### config.mk
export PLATFORM = sky130hd
export DESIGN_NAME = cgra_test_sequencer
export DESIGN_NICKNAME = d
export VERILOG_FILES = /design/src/rtl/cgra_test_pkg.sv /design/src/rtl/cgra_tb_delay_line.sv /design/src/rtl/cgra_test_sequencer.sv
export SDC_FILE = /design/constraint.sdc
export NUM_CORES = 1
export LEC_CHECK = 0
export CAP_MARGIN = 20
export CORE_ASPECT_RATIO = 0.7
export CORE_MARGIN = 1.5
export CORE_UTILIZATION = 55
export DETAILED_ROUTE_END_ITERATION = 8
export PLACE_DENSITY = 0.79
export SLEW_MARGIN = 0
export SYNTH_ARGS = -nofsm -noshare
export SYNTH_HDL_FRONTEND = slang
export SYNTH_SLANG_ARGS = --single-unit
### constraint.sdc
create_clock -name clk_in -period 8.5 [get_ports clk_in]
set_input_delay 0.85 -clock clk_in [delete_from_list [all_inputs] [get_ports clk_in]]
set_output_delay 0.85 -clock clk_in [all_outputs]
set_load 0.01 [all_outputs]
### src/rtl/cgra_test_pkg.sv
// Shared types and constants for the CGRA test sequencer.
package cgra_test_pkg;

    typedef enum logic [1:0] {
        S_IDLE   = 2'd0,
        S_CONFIG = 2'd1,
        S_RUN    = 2'd2,
        S_DONE   = 2'd3
    } seq_state_e;

    typedef enum logic [1:0] {
        MODE_COUNT = 2'd0,
        MODE_LFSR  = 2'd1,
        MODE_CONST = 2'd2,
        MODE_RSVD  = 2'd3
    } stim_mode_e;

    localparam logic [15:0] LFSR_SEED = 16'hACE1;

    // Register shifts right; taps 16,14,13,11 land on bits 0,2,3,5.
    localparam logic [15:0] LFSR_TAP_MASK = 16'h002D;

    function automatic logic [15:0] lfsr_step(input logic [15:0] cur);
        return {^(cur & LFSR_TAP_MASK), cur[15:1]};
    endfunction

endpackage

### src/rtl/cgra_tb_delay_line.sv
// Stimulus delay line: tap k is the input delayed by k cycles, tap 0 is the
// input itself. Synchronous clear empties every stage.
module cgra_tb_delay_line #(
    parameter int DATA_W  = 16,
    parameter int MAX_LAT = 8,
    localparam int SEL_W  = $clog2(MAX_LAT + 1)
) (
    input  logic              clk,
    input  logic              clr,
    input  logic [DATA_W-1:0] din,
    input  logic [SEL_W-1:0]  sel,
    output logic [DATA_W-1:0] dout
);

    logic [DATA_W-1:0] pipe [1:MAX_LAT];

    // Shift one stage per cycle, cleared on demand.
    always_ff @(posedge clk) begin
        if (clr) begin
            for (int k = 1; k <= MAX_LAT; k++) pipe[k] <= '0;
        end else begin
            pipe[1] <= din;
            for (int k = 2; k <= MAX_LAT; k++) pipe[k] <= pipe[k-1];
        end
    end

    // Tap select; sel is pre-clamped by the caller.
    always_comb begin
        dout = din;
        for (int k = 1; k <= MAX_LAT; k++) begin
            if (sel == SEL_W'(k)) dout = pipe[k];
        end
    end

endmodule

### src/rtl/cgra_test_sequencer.sv
// CGRA test sequencer: streams config words into the array, drives a
// stimulus pattern, and checks the delayed/shifted response.
//
// state    | meaning
// ---------+-----------------------------------------------------------
// S_IDLE   | waiting for start after reset
// S_CONFIG | reading config memory and replaying words on the config bus
// S_RUN    | driving stimulus, comparing response once t >= lat
// S_DONE   | results held; start launches a fresh run
module cgra_test_sequencer
    import cgra_test_pkg::*;
#(
    parameter int DATA_W  = 16,
    parameter int CFG_AW  = 8,
    parameter int MAX_LAT = 8,
    localparam int LAT_W  = $clog2(MAX_LAT + 1)
) (
    input  logic              clk_in,
    input  logic              reset_in,
    input  logic              start,
    input  logic [CFG_AW:0]   cfg_count,
    output logic [CFG_AW-1:0] cfg_rd_addr,
    input  logic [63:0]       cfg_rd_data,
    output logic [31:0]       config_addr_out,
    output logic [31:0]       config_data_out,
    input  logic [1:0]        mode,
    input  logic [DATA_W-1:0] const_val,
    input  logic [3:0]        shift,
    input  logic [LAT_W-1:0]  lat,
    input  logic [31:0]       run_cycles,
    output logic [DATA_W-1:0] stim_out,
    input  logic [DATA_W-1:0] dut_in,
    output logic              busy,
    output logic              done,
    output logic              pass,
    output logic [15:0]       err_count,
    output logic [31:0]       first_err
);

    // Config cycle counter must reach cfg_count+1 (read latency plus output stage).
    localparam int CYC_W = CFG_AW + 2;
    localparam logic [LAT_W-1:0] LAT_MAX = LAT_W'(MAX_LAT);

    seq_state_e        state;
    stim_mode_e        mode_r;
    logic [DATA_W-1:0] const_r;
    logic [3:0]        shift_r;
    logic [LAT_W-1:0]  lat_r;
    logic [31:0]       run_r;
    logic [CYC_W-1:0]  cfg_cnt_r;
    logic [CYC_W-1:0]  cfg_cyc;
    logic [CYC_W-1:0]  cfg_cyc_nxt;
    logic              cfg_rd_vld;
    logic [31:0]       t_r;
    logic [31:0]       t_nxt;
    logic [15:0]       lfsr_r;
    logic [15:0]       lfsr_nxt;
    logic              start_ok;
    logic [DATA_W-1:0] tap_val;
    logic [DATA_W-1:0] expected;

    function automatic logic [DATA_W-1:0] stim_of(input stim_mode_e m,
                                                   input logic [31:0] t,
                                                   input logic [15:0] lfsr,
                                                   input logic [DATA_W-1:0] cval);
        logic [DATA_W-1:0] v;
        case (m)
            MODE_LFSR:  v = DATA_W'(lfsr);
            MODE_CONST: v = cval;
            default:    v = t[DATA_W-1:0];
        endcase
        return v;
    endfunction

    assign start_ok    = start && (state == S_IDLE || state == S_DONE);
    assign expected    = tap_val << shift_r;
    assign cfg_cyc_nxt = cfg_cyc + CYC_W'(1);
    assign t_nxt       = t_r + 32'd1;
    assign lfsr_nxt    = lfsr_step(lfsr_r);
    assign pass        = done && (err_count == 16'd0);

    cgra_tb_delay_line #(
        .DATA_W  (DATA_W),
        .MAX_LAT (MAX_LAT)
    ) u_delay (
        .clk  (clk_in),
        .clr  (reset_in || start_ok),
        .din  (stim_out),
        .sel  (lat_r),
        .dout (tap_val)
    );

    // Sequencer FSM with registered outputs and run bookkeeping.
    always_ff @(posedge clk_in) begin
        if (reset_in) begin
            state           <= S_IDLE;
            mode_r          <= MODE_COUNT;
            const_r         <= '0;
            shift_r         <= '0;
            lat_r           <= '0;
            run_r           <= '0;
            cfg_cnt_r       <= '0;
            cfg_cyc         <= '0;
            cfg_rd_vld      <= 1'b0;
            cfg_rd_addr     <= '0;
            config_addr_out <= '0;
            config_data_out <= '0;
            t_r             <= '0;
            lfsr_r          <= LFSR_SEED;
            stim_out        <= '0;
            busy            <= 1'b0;
            done            <= 1'b0;
            err_count       <= '0;
            first_err       <= '1;
        end else begin
            cfg_rd_vld      <= 1'b0;
            config_addr_out <= cfg_rd_vld ? cfg_rd_data[63:32] : 32'd0;
            config_data_out <= cfg_rd_vld ? cfg_rd_data[31:0]  : 32'd0;
            case (state)
                S_IDLE, S_DONE: begin
                    if (start) begin
                        mode_r      <= stim_mode_e'(mode);
                        const_r     <= const_val;
                        shift_r     <= shift;
                        lat_r       <= (lat > LAT_MAX) ? LAT_MAX : lat;
                        run_r       <= run_cycles;
                        cfg_cnt_r   <= CYC_W'(cfg_count);
                        cfg_cyc     <= '0;
                        cfg_rd_addr <= '0;
                        t_r         <= '0;
                        lfsr_r      <= LFSR_SEED;
                        err_count   <= '0;
                        first_err   <= '1;
                        done        <= 1'b0;
                        if (cfg_count != '0) begin
                            state <= S_CONFIG;
                            busy  <= 1'b1;
                        end else if (run_cycles != 32'd0) begin
                            state    <= S_RUN;
                            busy     <= 1'b1;
                            stim_out <= stim_of(stim_mode_e'(mode), 32'd0, LFSR_SEED, const_val);
                        end else begin
                            state <= S_DONE;
                            done  <= 1'b1;
                        end
                    end
                end
                S_CONFIG: begin
                    cfg_rd_vld  <= (cfg_cyc < cfg_cnt_r);
                    cfg_cyc     <= cfg_cyc_nxt;
                    cfg_rd_addr <= (cfg_cyc_nxt < cfg_cnt_r) ? cfg_cyc_nxt[CFG_AW-1:0] : '0;
                    // Last word is on the bus during cycle cfg_count+1.
                    if (cfg_cyc == cfg_cnt_r + CYC_W'(1)) begin
                        if (run_r != 32'd0) begin
                            state    <= S_RUN;
                            stim_out <= stim_of(mode_r, 32'd0, LFSR_SEED, const_r);
                        end else begin
                            state <= S_DONE;
                            busy  <= 1'b0;
                            done  <= 1'b1;
                        end
                    end
                end
                S_RUN: begin
                    if (t_r >= 32'(lat_r) && dut_in != expected) begin
                        if (err_count != 16'hFFFF) err_count <= err_count + 16'd1;
                        if (first_err == 32'hFFFF_FFFF) first_err <= t_r;
                    end
                    if (t_r == run_r - 32'd1) begin
                        state    <= S_DONE;
                        busy     <= 1'b0;
                        done     <= 1'b1;
                        stim_out <= '0;
                    end else begin
                        t_r      <= t_nxt;
                        lfsr_r   <= lfsr_nxt;
                        stim_out <= stim_of(mode_r, t_nxt, lfsr_nxt, const_r);
                    end
                end
                default: state <= S_IDLE;
            endcase
        end
    end

endmodule

==> results of run 1 <==
==> power by group through the flow <==
stage | Sequential, µW | Combinational, µW | Clock [µW]
2_1_floorplan | 2270 | 1700 | 0
3_3_place_gp | 2360 | 2400 | 0
3_5_place_dp | 2360 | 2450 | 0
4_1_cts | 2320 | 2460 | 1900
5_1_grt | 2360 | 2740 | 1970
6_report | 2330 | 2540 | 1880
==> worst reg2reg max path, stage by stage (launching register included) <==
cell	delay (ps)
sky130_fd_sc_hd__dfxtp_2	950
sky130_fd_sc_hd__buf_4	470
sky130_fd_sc_hd__nor4b_2	100
sky130_fd_sc_hd__buf_4	230
sky130_fd_sc_hd__a21o_1	180
sky130_fd_sc_hd__a221oi_2	250
sky130_fd_sc_hd__a21oi_1	320
sky130_fd_sc_hd__a32o_1	350
sky130_fd_sc_hd__a2111oi_1	850
sky130_fd_sc_hd__xnor2_1	150
sky130_fd_sc_hd__o211ai_1	200
sky130_fd_sc_hd__o2111ai_1	130
sky130_fd_sc_hd__or4_4	580
sky130_fd_sc_hd__nand4_1	130
sky130_fd_sc_hd__buf_4	330
sky130_fd_sc_hd__o22a_1	210
==> registers in the layout (all words and copies together), names as in the netlist <==
signal	flops
shift_r	4
cfg_cnt_r	9
done	1
stim_out	16
const_r	16
cfg_cyc	10
state	2
lfsr_r	16
err_count	16
cfg_rd_vld	1
run_r	32
config_data_out	32
t_r	32
first_err	32
u_delay.pipe	128
cfg_rd_addr	8
mode_r	2
lat_r	4
busy	1
config_addr_out	32
==> stage by stage <==
step	worst slack (ps)	std cells	hold slack (ps)	total power, µW	utilization
final	3010	2982	468	6750	0.683
after detailed placement	3190	2906	452	4810	0.641
after global placement	3350	2905	444	4750	0.641
after CTS	3170	2979	466	6680	0.682
after global routing	2770	2982	490	7070	0.683
after floorplan	4540	2324	415	3980	-
==> how the worst max path moves through the flow <==
stage                            endpoint  slack [ps]  cells past startpoint
4_1_cts        first_err[17]$_SDFFE_PP1P_        3170                     14
6_report       first_err[17]$_SDFFE_PP1P_        3010                     15
3_3_place_gp   first_err[20]$_SDFFE_PP1P_        3350                     14
3_5_place_dp   first_err[17]$_SDFFE_PP1P_        3190                     14
2_1_floorplan   err_count[2]$_SDFFE_PP0P_        4540                     15
5_1_grt        first_err[17]$_SDFFE_PP1P_        2770                     14
==> cell type report <==
cell class                      count  share of cell area
Tap cell                          472              0.0248
Timing Repair Buffer              306               0.128
Clock inverter                     13             0.00862
Sequential cell                   394               0.331
Multi-Input combinational cell   1675               0.448
Inverter                           62             0.00977
Clock buffer                       60              0.0503
==> per-layer routing <==
layer / global-route usage / vias to the layer above / wire [µm]
met3: 0.0870 / 84 / 7600
met1: 0.490 / 8828 / 27900
met4: 0.0683 / 0 / 1090
li1: - / 8707 / -
met2: 0.449 / 1015 / 24300
met5: 0 / - / 0
==> cells by family (layout without fill, tap and decap cells) <==
group                    after synthesis  in the layout
AO/OA/AOI/OAI                        569            569
multiplexers                          51             51
flip-flops                           394            394
XOR/XNOR                              95             95
buffers and inverters                255            441
AND/OR/NAND/NOR                      925            925
adder cells (fa/ha/maj)               35             35
==> placed cells by master (no fill, tap or decap), drive strengths merged, types with 39 or more instances in the layout <==
cell,n
a21oi,161
and2,81
and3,146
clkbuf,60
clkdlybuf4s50,287
dfxtp,394
inv,63
mux2i,39
nand2,242
nand3,55
nor2,129
nor3,53
o21ai,103
xnor2,54
xor2,41
==> implementation parameters, run 1 <==
Parameter                              Value

Run status
  Result of the run    completed

Die
  Top-level I/O count    about 290
  Vert. Die Dim    161 µm
  Die area    around 37000 µm²
  Die width    228 µm
  Core Footprint    34900 µm²
  Number of core rows    57
  Initial core utilization    0.561

Clock tree
  Maximum level of the CTS H-tree    2
  CTS root buf    sky130_fd_sc_hd__clkbuf_16
  Max Buffers Root-to-Sink    3
  Number of hold-repair buffers added at the cts stage    0
  CTS clock-pin slew for the worst setup and hold paths    60 ps
  Cells resized by post-CTS repair    0
  CTS sink count    394
  Worst skew pair latency    550 ps
  Cts bufs inserted    40
  Clock tree from TritonCTS    built
  Total setup buffers inserted after CTS    0

Power and ir drop
  Share of power burned in registers    0.346
  Worst voltage drop across the vdd grid    between 150 and 200 µV
  Pwr per Cell Area    283 nW/µm²
  Share of total power consumed by net switching    0.377
  Internal power summed over all cells    4200 µW
  Switch Pwr    2550 µW
  Clock network fraction of total power    0.279
  Leak    0.00923 µW
  Combinational share of power    0.376

STA
  Share of the cycle needed by the critical path after routing    0.645
  Slew Limit Headroom    0.281
  Count of endpoints failing setup in the final report    0
  Total Negative Setup Slacks    0 ps
  Shortest clock period the worst path allows after layout    5490 ps
  Max Transition Viols Final    0
  Fin. Hold Viols    0
  Setup repair after global routing missed its margin    false
  Measured slew at the worst slew-check pin    ~1100 ps
  Worst-case clock skew    18.6 ps
  Fmax    0.182 GHz

Layout
  Final cell area excluding filler cells    23800 µm²
  Final Net Count    ~2700
  Multi-input gate area in the final layout    10700 µm²
  Layout cells sized above 1    0.0514
  Layout fillers    2832
  Synth-to-Final Area Change    21.7%
  Area of all sequential standard cells    7890 µm²
  Antenna cells    0

Logic synthesis
  Syn. warnings    0
  Per-instance average area after synthesis    8.42 µm²
  Adder and majority cell fraction of the synthesized area    0.0224
  Yosys cell types    92
  Total of flip-flops plus latches after synthesis    between 300 and 400
  Post-Syn Area    19600 µm²
  Leading cell types by total area after synthesis    sky130_fd_sc_hd__dfxtp_1 40%, sky130_fd_sc_hd__and3_1 4.7%, sky130_fd_sc_hd__nand2_1 4.6%
  Async set-or-reset flop fraction in the synthesized netlist    0
  XOR/XNOR share of the synthesized area    0.0425
  Most area-hungry cell type in the Yosys netlist    sky130_fd_sc_hd__dfxtp_1
  Synthesized Nets    2509
  Flip-flop cell with the highest count after synthesis    sky130_fd_sc_hd__dfxtp_1
  Number of flops mapped to enable cells by yosys    0
  Leading cell type by number of instances after synthesis    sky130_fd_sc_hd__dfxtp_1
  Synthesized netlist cell count    2324
  Mux share of post-synthesis cell area    0.0286
  Proportion of netlist area held by the largest area contributor    0.403
  Fraction of the yosys area taken by sequential cells    0.403
  Compound-cell area share of the yosys netlist    0.199
  Post-synthesis simple-gate area fraction    0.250
  Most used standard cells in the synthesized netlist    394 x sky130_fd_sc_hd__dfxtp_1, 242 x sky130_fd_sc_hd__nand2_1, 160 x sky130_fd_sc_hd__a21oi_1
  Largest family of logic cells by synthesized area    simple AND/OR/NAND/NOR gates

Worst hold path
  Startpoint of the tightest hold check path    u_delay.pipe[2][21]$_SDFF_PP0_
  Hold-critical path depth    2
  Type of the worst min-delay path    flip-flop to flip-flop
  Capture endpoint of the worst hold path    u_delay.pipe[3][5]$_SDFF_PP0_

Route
  Routed length per instance    between 20 and 25 µm
  Wire length after detailed routing    60900 µm
  Total DRC errors in the routed layout    0
  First-iteration detailed-routing DRC count    2373
  Via/cell ratio    about 6.2
  Remaining antenna violation count    0
  Number of optimization iterations in the first detailed-route pass    6
  Overall via count from detail_route    roughly 19000

GRT
  Vias in the first global route    17100
  Maximum number of pins on one net before global-route repair    124
  GRT Util Overall    0.322
  First-pass GRT wire length    95700 µm
  GRT Residual Overflow    0
  Number of antenna violations at the first check in global routing    0

Worst setup path
  Type of the worst setup path    flip-flop to flip-flop
  Required time of the critical path    about 9000 ps
  Critical R2R Launch    lat_r[1]$_SDFFE_PP0P_
  Beginning of the critical path    lat_r[1]$_SDFFE_PP0P_
  Maximum fanout along the worst path    52
  FF-to-FF End    first_err[17]$_SDFFE_PP1P_
  Category of the worst setup path launch point    flip-flop
  Arrival time of the worst setup path    5980 ps
  Cells along the critical path    buf_4, nor4b_2, buf_4, a21o_1, a221oi_2, a21oi_1, a32o_1, a2111oi_1, xnor2_1, o211ai_1, o2111ai_1, or4_4, nand4_1, buf_4, o22a_1
  Delay-heaviest family, CP    compound AO/OA/AOI/OAI gates
  Worst reg2reg path depth    15
  Cell repeated most along the worst path    sky130_fd_sc_hd__buf_4
  Slowest cell on the critical path    sky130_fd_sc_hd__dfxtp_2
  Delay contributed by the slowest stage of the critical path    950 ps
  Number of buffer and inverter stages on the critical path    3
  Endpoint kind of the worst setup timing path    flip-flop
  Setup slack of the most critical reg-to-reg path    3010 ps

Placed design
  Post-Place Cell Area    roughly 22000 µm²
  Gp weighted congestion    0.956
  I/O Buffers    between 200 and 300
  Post-detail-place hpwl    between 40000 and 50000 µm

Flow run
  Maxcap violations    0
(Power assumes the default switching activity.)
==> inputs of run 2 (changes only) <==
- clock period: 8.5 -> 5.14 ns (I/O delays scaled with it)
==> run 2 against run 1 <==
Against the previous run: cell area rose by 0.31%; utilization rose by 0.21 points; critical path type unchanged; routed wire length is 3.1% higher.
==> implementation parameters, run 2 (same netlist as run 1, synthesis figures left out) <==
Parameter                              Value

Die
  Vert. Die Dim    161 µm (unchanged)
  Die area    36700 µm² (unchanged)
  Number of core rows    57 (unchanged)
  Die width    228 µm (unchanged)
  Top-level I/O count    289 (unchanged)
  Core Footprint    34900 µm² (unchanged)
  Initial core utilization    0.561 (unchanged)

Layout
  Highest-count cells in the layout ignoring fill and taps    392 x sky130_fd_sc_hd__dfxtp_1, 287 x sky130_fd_sc_hd__clkdlybuf4s50_1, 241 x sky130_fd_sc_hd__nand2_1, 160 x sky130_fd_sc_hd__a21oi_1, 146 x sky130_fd_sc_hd__and3_1
  Layout cells sized above 1    0.0591 (+0.00766)
  Final std cells w/o fill    2995 (+0.44%)
  Antenna cells    0 (unchanged)
  Most common cell after layout, fill and taps aside    sky130_fd_sc_hd__dfxtp_1
  Flip-flop count of the largest register after layout    128 (unchanged)
  Final Net Count    2682 (+0.68%)
  Layout fillers    2773 (-2.1%)
  Biggest register    u_delay.pipe
  Synth-to-Final Area Change    22.1%

Route
  Via/cell ratio    6.28 (+0.53%)
  Remaining antenna violation count    0 (unchanged)
  Number of optimization iterations in the first detailed-route pass    6 (unchanged)
  Overall via count from detail_route    18800 (+0.97%)
  First-iteration detailed-routing DRC count    2607 (+9.9%)
  Wire length after detailed routing    62800 µm (+3.1%)
  Routed length per instance    21.0 µm (+2.6%)
  Total DRC errors in the routed layout    0 (unchanged)

STA
  Fmax    0.204 GHz (+12%)
  Count of endpoints failing setup in the final report    0 (unchanged)
  Share of the cycle needed by the critical path after routing    0.953 (+0.307)
  Setup repair after global routing missed its margin    false
  Measured slew at the worst slew-check pin    1040 ps (-39.5 ps)
  Worst-case clock skew    32.7 ps (+14.2 ps)
  Worst Hold Margin    427 ps (-41.5 ps)
  Max Transition Viols Final    0 (unchanged)
  Fin. Hold Viols    0 (unchanged)
  Slew Limit Headroom    0.308 (+0.0272)
  Total Negative Setup Slacks    0 ps (unchanged)
  Shortest clock period the worst path allows after layout    4900 ps (-590 ps)

Worst setup path
  Maximum fanout along the worst path    32 (-38%)
  Cell repeated most along the worst path    sky130_fd_sc_hd__nand4_1
  Category of the worst setup path launch point    flip-flop
  Endpoint kind of the worst setup timing path    flip-flop
  Slowest cell on the critical path    sky130_fd_sc_hd__or4_4
  Worst reg2reg path depth    13 (-2)
  Arrival time of the worst setup path    5380 ps (-600 ps)
  Delay contributed by the slowest stage of the critical path    700 ps (-250 ps)
  Type of the worst setup path    flip-flop to flip-flop
  Required time of the critical path    5630 ps (-3360 ps)
  Cells along the critical path    or2_0, nor2_2, o221ai_1, a21oi_1, o2bb2ai_1, mux4_2, xnor2_1, a221oi_1, nand4_1, or4_4, nand4_1, buf_12, o22a_1
  Setup slack of the most critical reg-to-reg path    240 ps (-2770 ps)

GRT
  Maximum number of pins on one net before global-route repair    127 (+2.4%)
  Vias in the first global route    17400 (+1.6%)
  GRT Residual Overflow    0 (unchanged)
  GRT Util Overall    0.331 (+0.00856)
  First-pass GRT wire length    98000 µm (+2.4%)
  Number of antenna violations at the first check in global routing    0 (unchanged)

Placed design
  Post-Place Cells    2926 (+0.69%)
  I/O Buffers    288 (unchanged)
  Gp weighted congestion    0.949 (-0.69%)
  Post-detail-place hpwl    45200 µm (+4.8%)

Clock tree
  Maximum level of the CTS H-tree    2 (unchanged)
  Max Buffers Root-to-Sink    3 (unchanged)
  Clock tree from TritonCTS    built
  CTS sink count    394 (unchanged)
  CTS root buf    sky130_fd_sc_hd__clkbuf_16
  Cts bufs inserted    39 (-2.5%)
  Number of hold-repair buffers added at the cts stage    0 (unchanged)
  CTS clock-pin slew for the worst setup and hold paths    70 ps (about the same)
  Total setup buffers inserted after CTS    0 (unchanged)
  Worst skew pair latency    570 ps (+20 ps)
  Cells resized by post-CTS repair    0 (unchanged)

Run status
  Result of the run    completed

Power and ir drop
  Pwr per Cell Area    467 nW/µm² (+65%)
  Leak    0.00927 µW (+0.40%)
  Worst voltage drop across the vdd grid    278 µV (+72%)

Worst hold path
  Type of the worst min-delay path    primary input to flip-flop
  Hold-critical path depth    2 (unchanged)

Flow run
  Maxcap violations    0 (unchanged)
run 2: path summary, 6_finish.rpt:
kind	to	from
max	first_err[18]$_SDFFE_PP1P_	lat_r[3]$_SDFFE_PP0P_
min	lfsr_r[2]$_SDFFE_PP0P_	reset_in
max reg2reg	first_err[18]$_SDFFE_PP1P_	lat_r[3]$_SDFFE_PP0P_
min reg2reg	const_r[1]$_SDFFE_PP0P_	const_r[1]$_SDFFE_PP0P_
run 2: area by class of cell:
cell class / instances / area, µm² / area share
Clock buffer: 49 / 1080 / 0.0454
Inverter: 62 / 233 / 0.00974
Sequential cell: 394 / 7890 / 0.330
Clock inverter: 18 / 251 / 0.0105
Tap cell: 472 / 591 / 0.0247
Timing Repair Buffer: 325 / 3180 / 0.133
Multi-Input combinational cell: 1675 / 10700 / 0.446
run 2: through the flow:
step                area, µm²  total power [µW]  utilization  worst slack (ps)
CTS                     23900             11000        0.684               378
floorplan               19600              6580            -              1180
global placement        22500              7940        0.646               531
global route            23900             11700        0.685              16.5
detailed placement      22500              8060        0.646               434
finish                  23900             11200        0.685               243
run 2: worst max-delay path: cells and delay by family (launching register included):
| family | cells | cell delay (ps) |
|---|---|---|
| buffers and inverters | 1 | 200 |
| xor gates and xnor gates | 1 | 160 |
| DFF | 1 | 530 |
| AOI/OAI and AO/OA | 5 | 1500 |
| and+or+nand+nor | 5 | 1880 |
| muxes | 1 | 540 |
run 2: where the power goes:
group	switching [µW]	total (µW)	internal, µW	leakage, µW
Combinational	2570	4300	1730	0.00545
Sequential	473	3870	3390	0.00319
Clock	1280	2990	1710	0.000631
run 2: metal layers:
metal,GRT usage,part of all wire,up-vias
met5,0,0,-
met4,0.0533,0.013,0
met3,0.0932,0.13,101
met2,0.469,0.41,1081
met1,0.499,0.45,8894
li1,-,-,8739
==> inputs of run 3 (changes only) <==
- GPL_TIMING_DRIVEN: not set -> 0
- clock period: 5.14 -> 5.24 ns (I/O delays scaled with it)
==> run 3 against run 2 <==
Against the previous run: via count grew 7.1%; global-route usage is 5.0 points higher; sequential cell count did not move; maximum frequency shrank 2.8%; sequential share of layout area fell by 0.71 points; hold slack improved by 23 ps; critical path depth is 2 higher; first-iteration DRC count grew 7.6%; non-clock buffer count increased by 156; register-to-register slack lost 40 ps; cell count grew 5.3%.
==> implementation parameters, run 3 (same netlist as run 1, synthesis figures left out) <==
Parameter                              Value

GRT
  Maximum number of pins on one net before global-route repair    16 (-87%)
  GRT Util Overall    0.380 (+0.0497)
  Number of antenna violations at the first check in global routing    0 (unchanged)
  GR Util met1    0.555 (+0.0555)
  Most heavily used metal layer in global routing    met1
  Vias in the first global route    18700 (+7.4%)
  Met2 GRT Util    0.543 (+0.0739)
  Met3 layer usage reported by global route    0.123 (+0.0298)
  GRT Residual Overflow    0 (unchanged)
  First-pass GRT wire length    110000 µm (+12%)

Placed design
  Pre-CTS setup slack    65.2 ps (-369 ps)
  I/O Buffers    288 (unchanged)
  Gp weighted congestion    1.05 (+10%)
  Post-detail-place hpwl    54800 µm (+21%)

Worst setup path
  Arrival time of the worst setup path    5530 ps (+150 ps)
  Maximum fanout along the worst path    10 (-69%)
  Endpoint kind of the worst setup timing path    flip-flop
  Type of the worst setup path    flip-flop to flip-flop
  Category of the worst setup path launch point    flip-flop
  Required time of the critical path    5730 ps (+100 ps)

Layout
  Biggest register    u_delay.pipe
  Layout cells sized above 1    0.0526 (-0.00650)
  Flip-flop count of the largest register after layout    128 (unchanged)
  Highest-count cells in the layout ignoring fill and taps    394 x sky130_fd_sc_hd__dfxtp_1, 288 x sky130_fd_sc_hd__clkdlybuf4s50_1, 242 x sky130_fd_sc_hd__nand2_1, 159 x sky130_fd_sc_hd__a21oi_1, 153 x sky130_fd_sc_hd__clkbuf_1
  Final Net Count    2838 (+5.8%)
  Antenna cells    0 (unchanged)
  Most common cell after layout, fill and taps aside    sky130_fd_sc_hd__dfxtp_1
  Synth-to-Final Area Change    24.8%

Route
  First-iteration detailed-routing DRC count    2804 (+7.6%)
  Routed length per instance    22.9 µm (+9.3%)
  Wire length after detailed routing    72300 µm (+15%)
  Via/cell ratio    6.39 (+1.7%)
  Total DRC errors in the routed layout    0 (unchanged)
  Remaining antenna violation count    0 (unchanged)
  Overall via count from detail_route    20200 (+7.1%)
  Number of optimization iterations in the first detailed-route pass    6 (unchanged)

Die
  Top-level I/O count    289 (unchanged)
  Die width    228 µm (unchanged)
  Die area    36700 µm² (unchanged)
  Core Footprint    34900 µm² (unchanged)
  Number of core rows    57 (unchanged)
  Vert. Die Dim    161 µm (unchanged)
  Initial core utilization    0.561 (unchanged)

Power and ir drop
  Clock network fraction of total power    0.261 (-0.007)
  Worst voltage drop across the vdd grid    318 µV (+14%)
  Switch Pwr    4550 µW (+5.3%)
  Pwr per Cell Area    462 nW/µm² (-1.0%)
  Share of power burned in registers    0.331 (-0.015)
  Combinational share of power    0.408 (+0.022)
  Leak    0.00945 µW (+1.9%)
  Share of total power consumed by net switching    0.403 (+0.0159)
  Internal power summed over all cells    6740 µW (-1.5%)

STA
  Fin. Hold Viols    0 (unchanged)
  Slew Limit Headroom    0.206 (-0.102)
  Max Transition Viols Final    0 (unchanged)
  Total Negative Setup Slacks    0 ps (unchanged)
  Worst Setup Slack, final    202 ps (-41.1 ps)
  Count of endpoints failing setup in the final report    0 (unchanged)
  Measured slew at the worst slew-check pin    1190 ps (+150 ps)
  Share of the cycle needed by the critical path after routing    0.961 (+0.00874)
  Worst-case clock skew    26.3 ps (-6.47 ps)
  Setup repair after global routing missed its margin    false
  Shortest clock period the worst path allows after layout    5040 ps (+141 ps)
  Fmax    0.198 GHz (-2.8%)

Clock tree
  Number of hold-repair buffers added at the cts stage    0 (unchanged)
  Cts bufs inserted    39 (unchanged)
  Worst skew pair latency    570 ps (about the same)
  Clock tree from TritonCTS    built
  CTS root buf    sky130_fd_sc_hd__clkbuf_16
  CTS clock-pin slew for the worst setup and hold paths    70 ps (about the same)
  Max Buffers Root-to-Sink    3 (unchanged)
  CTS sink count    394 (unchanged)
  Maximum level of the CTS H-tree    2 (unchanged)

Run status
  Result of the run    completed

Flow run
  Maxcap violations    0 (unchanged)

Worst hold path
  Type of the worst min-delay path    flip-flop to flip-flop
## run 3: final timing paths
path | cells after the start | end | start | slack, ps
worst max-delay path | 15 | err_count[5]$_SDFFE_PP0P_ | lat_r[0]$_SDFFE_PP0P_ | 200
worst min-delay path | 2 | u_delay.pipe[1][29]$_SDFF_PP0_ | u_delay.pipe[1][13]$_SDFF_PP0_ | 450
worst max register to register | 15 | err_count[5]$_SDFFE_PP0P_ | lat_r[0]$_SDFFE_PP0P_ | 200
worst min register to register | 2 | u_delay.pipe[1][29]$_SDFF_PP0_ | u_delay.pipe[1][13]$_SDFF_PP0_ | 450
## run 3: cell type report
cell class / instances / area, µm²
fill: 2800 / 10500
sequential: 394 / 7890
timing repair buffer: 288 / 2880
buffer: 193 / 815
inverter: 62 / 233
clock inverter: 15 / 193
clock buffer: 56 / 1140
multi-input combinational: 1675 / 10700
tap: 472 / 591
## run 3: worst max-delay path: stages (launching register included)
cell,delay [ps]
sky130_fd_sc_hd__dfxtp_1,310
sky130_fd_sc_hd__buf_2,180
sky130_fd_sc_hd__nor4b_2,620
sky130_fd_sc_hd__clkbuf_1,610
sky130_fd_sc_hd__a22oi_1,390
sky130_fd_sc_hd__and2_1,290
sky130_fd_sc_hd__o2bb2ai_1,120
sky130_fd_sc_hd__mux4_2,520
sky130_fd_sc_hd__xnor2_1,160
sky130_fd_sc_hd__a221oi_1,300
sky130_fd_sc_hd__nand4_1,150
sky130_fd_sc_hd__or4_4,600
sky130_fd_sc_hd__buf_6,170
sky130_fd_sc_hd__buf_2,190
sky130_fd_sc_hd__nand4b_1,150
sky130_fd_sc_hd__mux2i_1,190
## run 3: what timing repair did
item,CTS,global route
setup buffers,0,0
gates resized for setup,0,9
setup endpoints to repair,0,46
## run 3: layer usage
metal  share of wire  vias up
met3            0.14      126
met1            0.43     9591
met4           0.020        0
met5               0        -
li1                -     9069
met2            0.40     1365
## run 3: power groups by stage
stage,combinational [µW],clock [µW],sequential (µW)
floorplan,2760,0,3690
global placement,4320,0,3760
detailed placement,4400,0,3770
CTS,4420,2930,3710
global route,4900,3070,3760
finish,4610,2950,3730
## run 3: metrics by stage
step	area [µm²]	instances	utilization	hold slack (ps)	power (µW)
6_report	24400	3155	0.700	449	11300
5_1_grt	24400	3155	0.700	473	11700
4_1_cts	24400	3155	0.699	450	11100
3_5_place_dp	23000	3084	0.661	441	8170
3_3_place_gp	23000	3084	0.661	438	8080
2_1_floorplan	19600	2324	-	415	6450
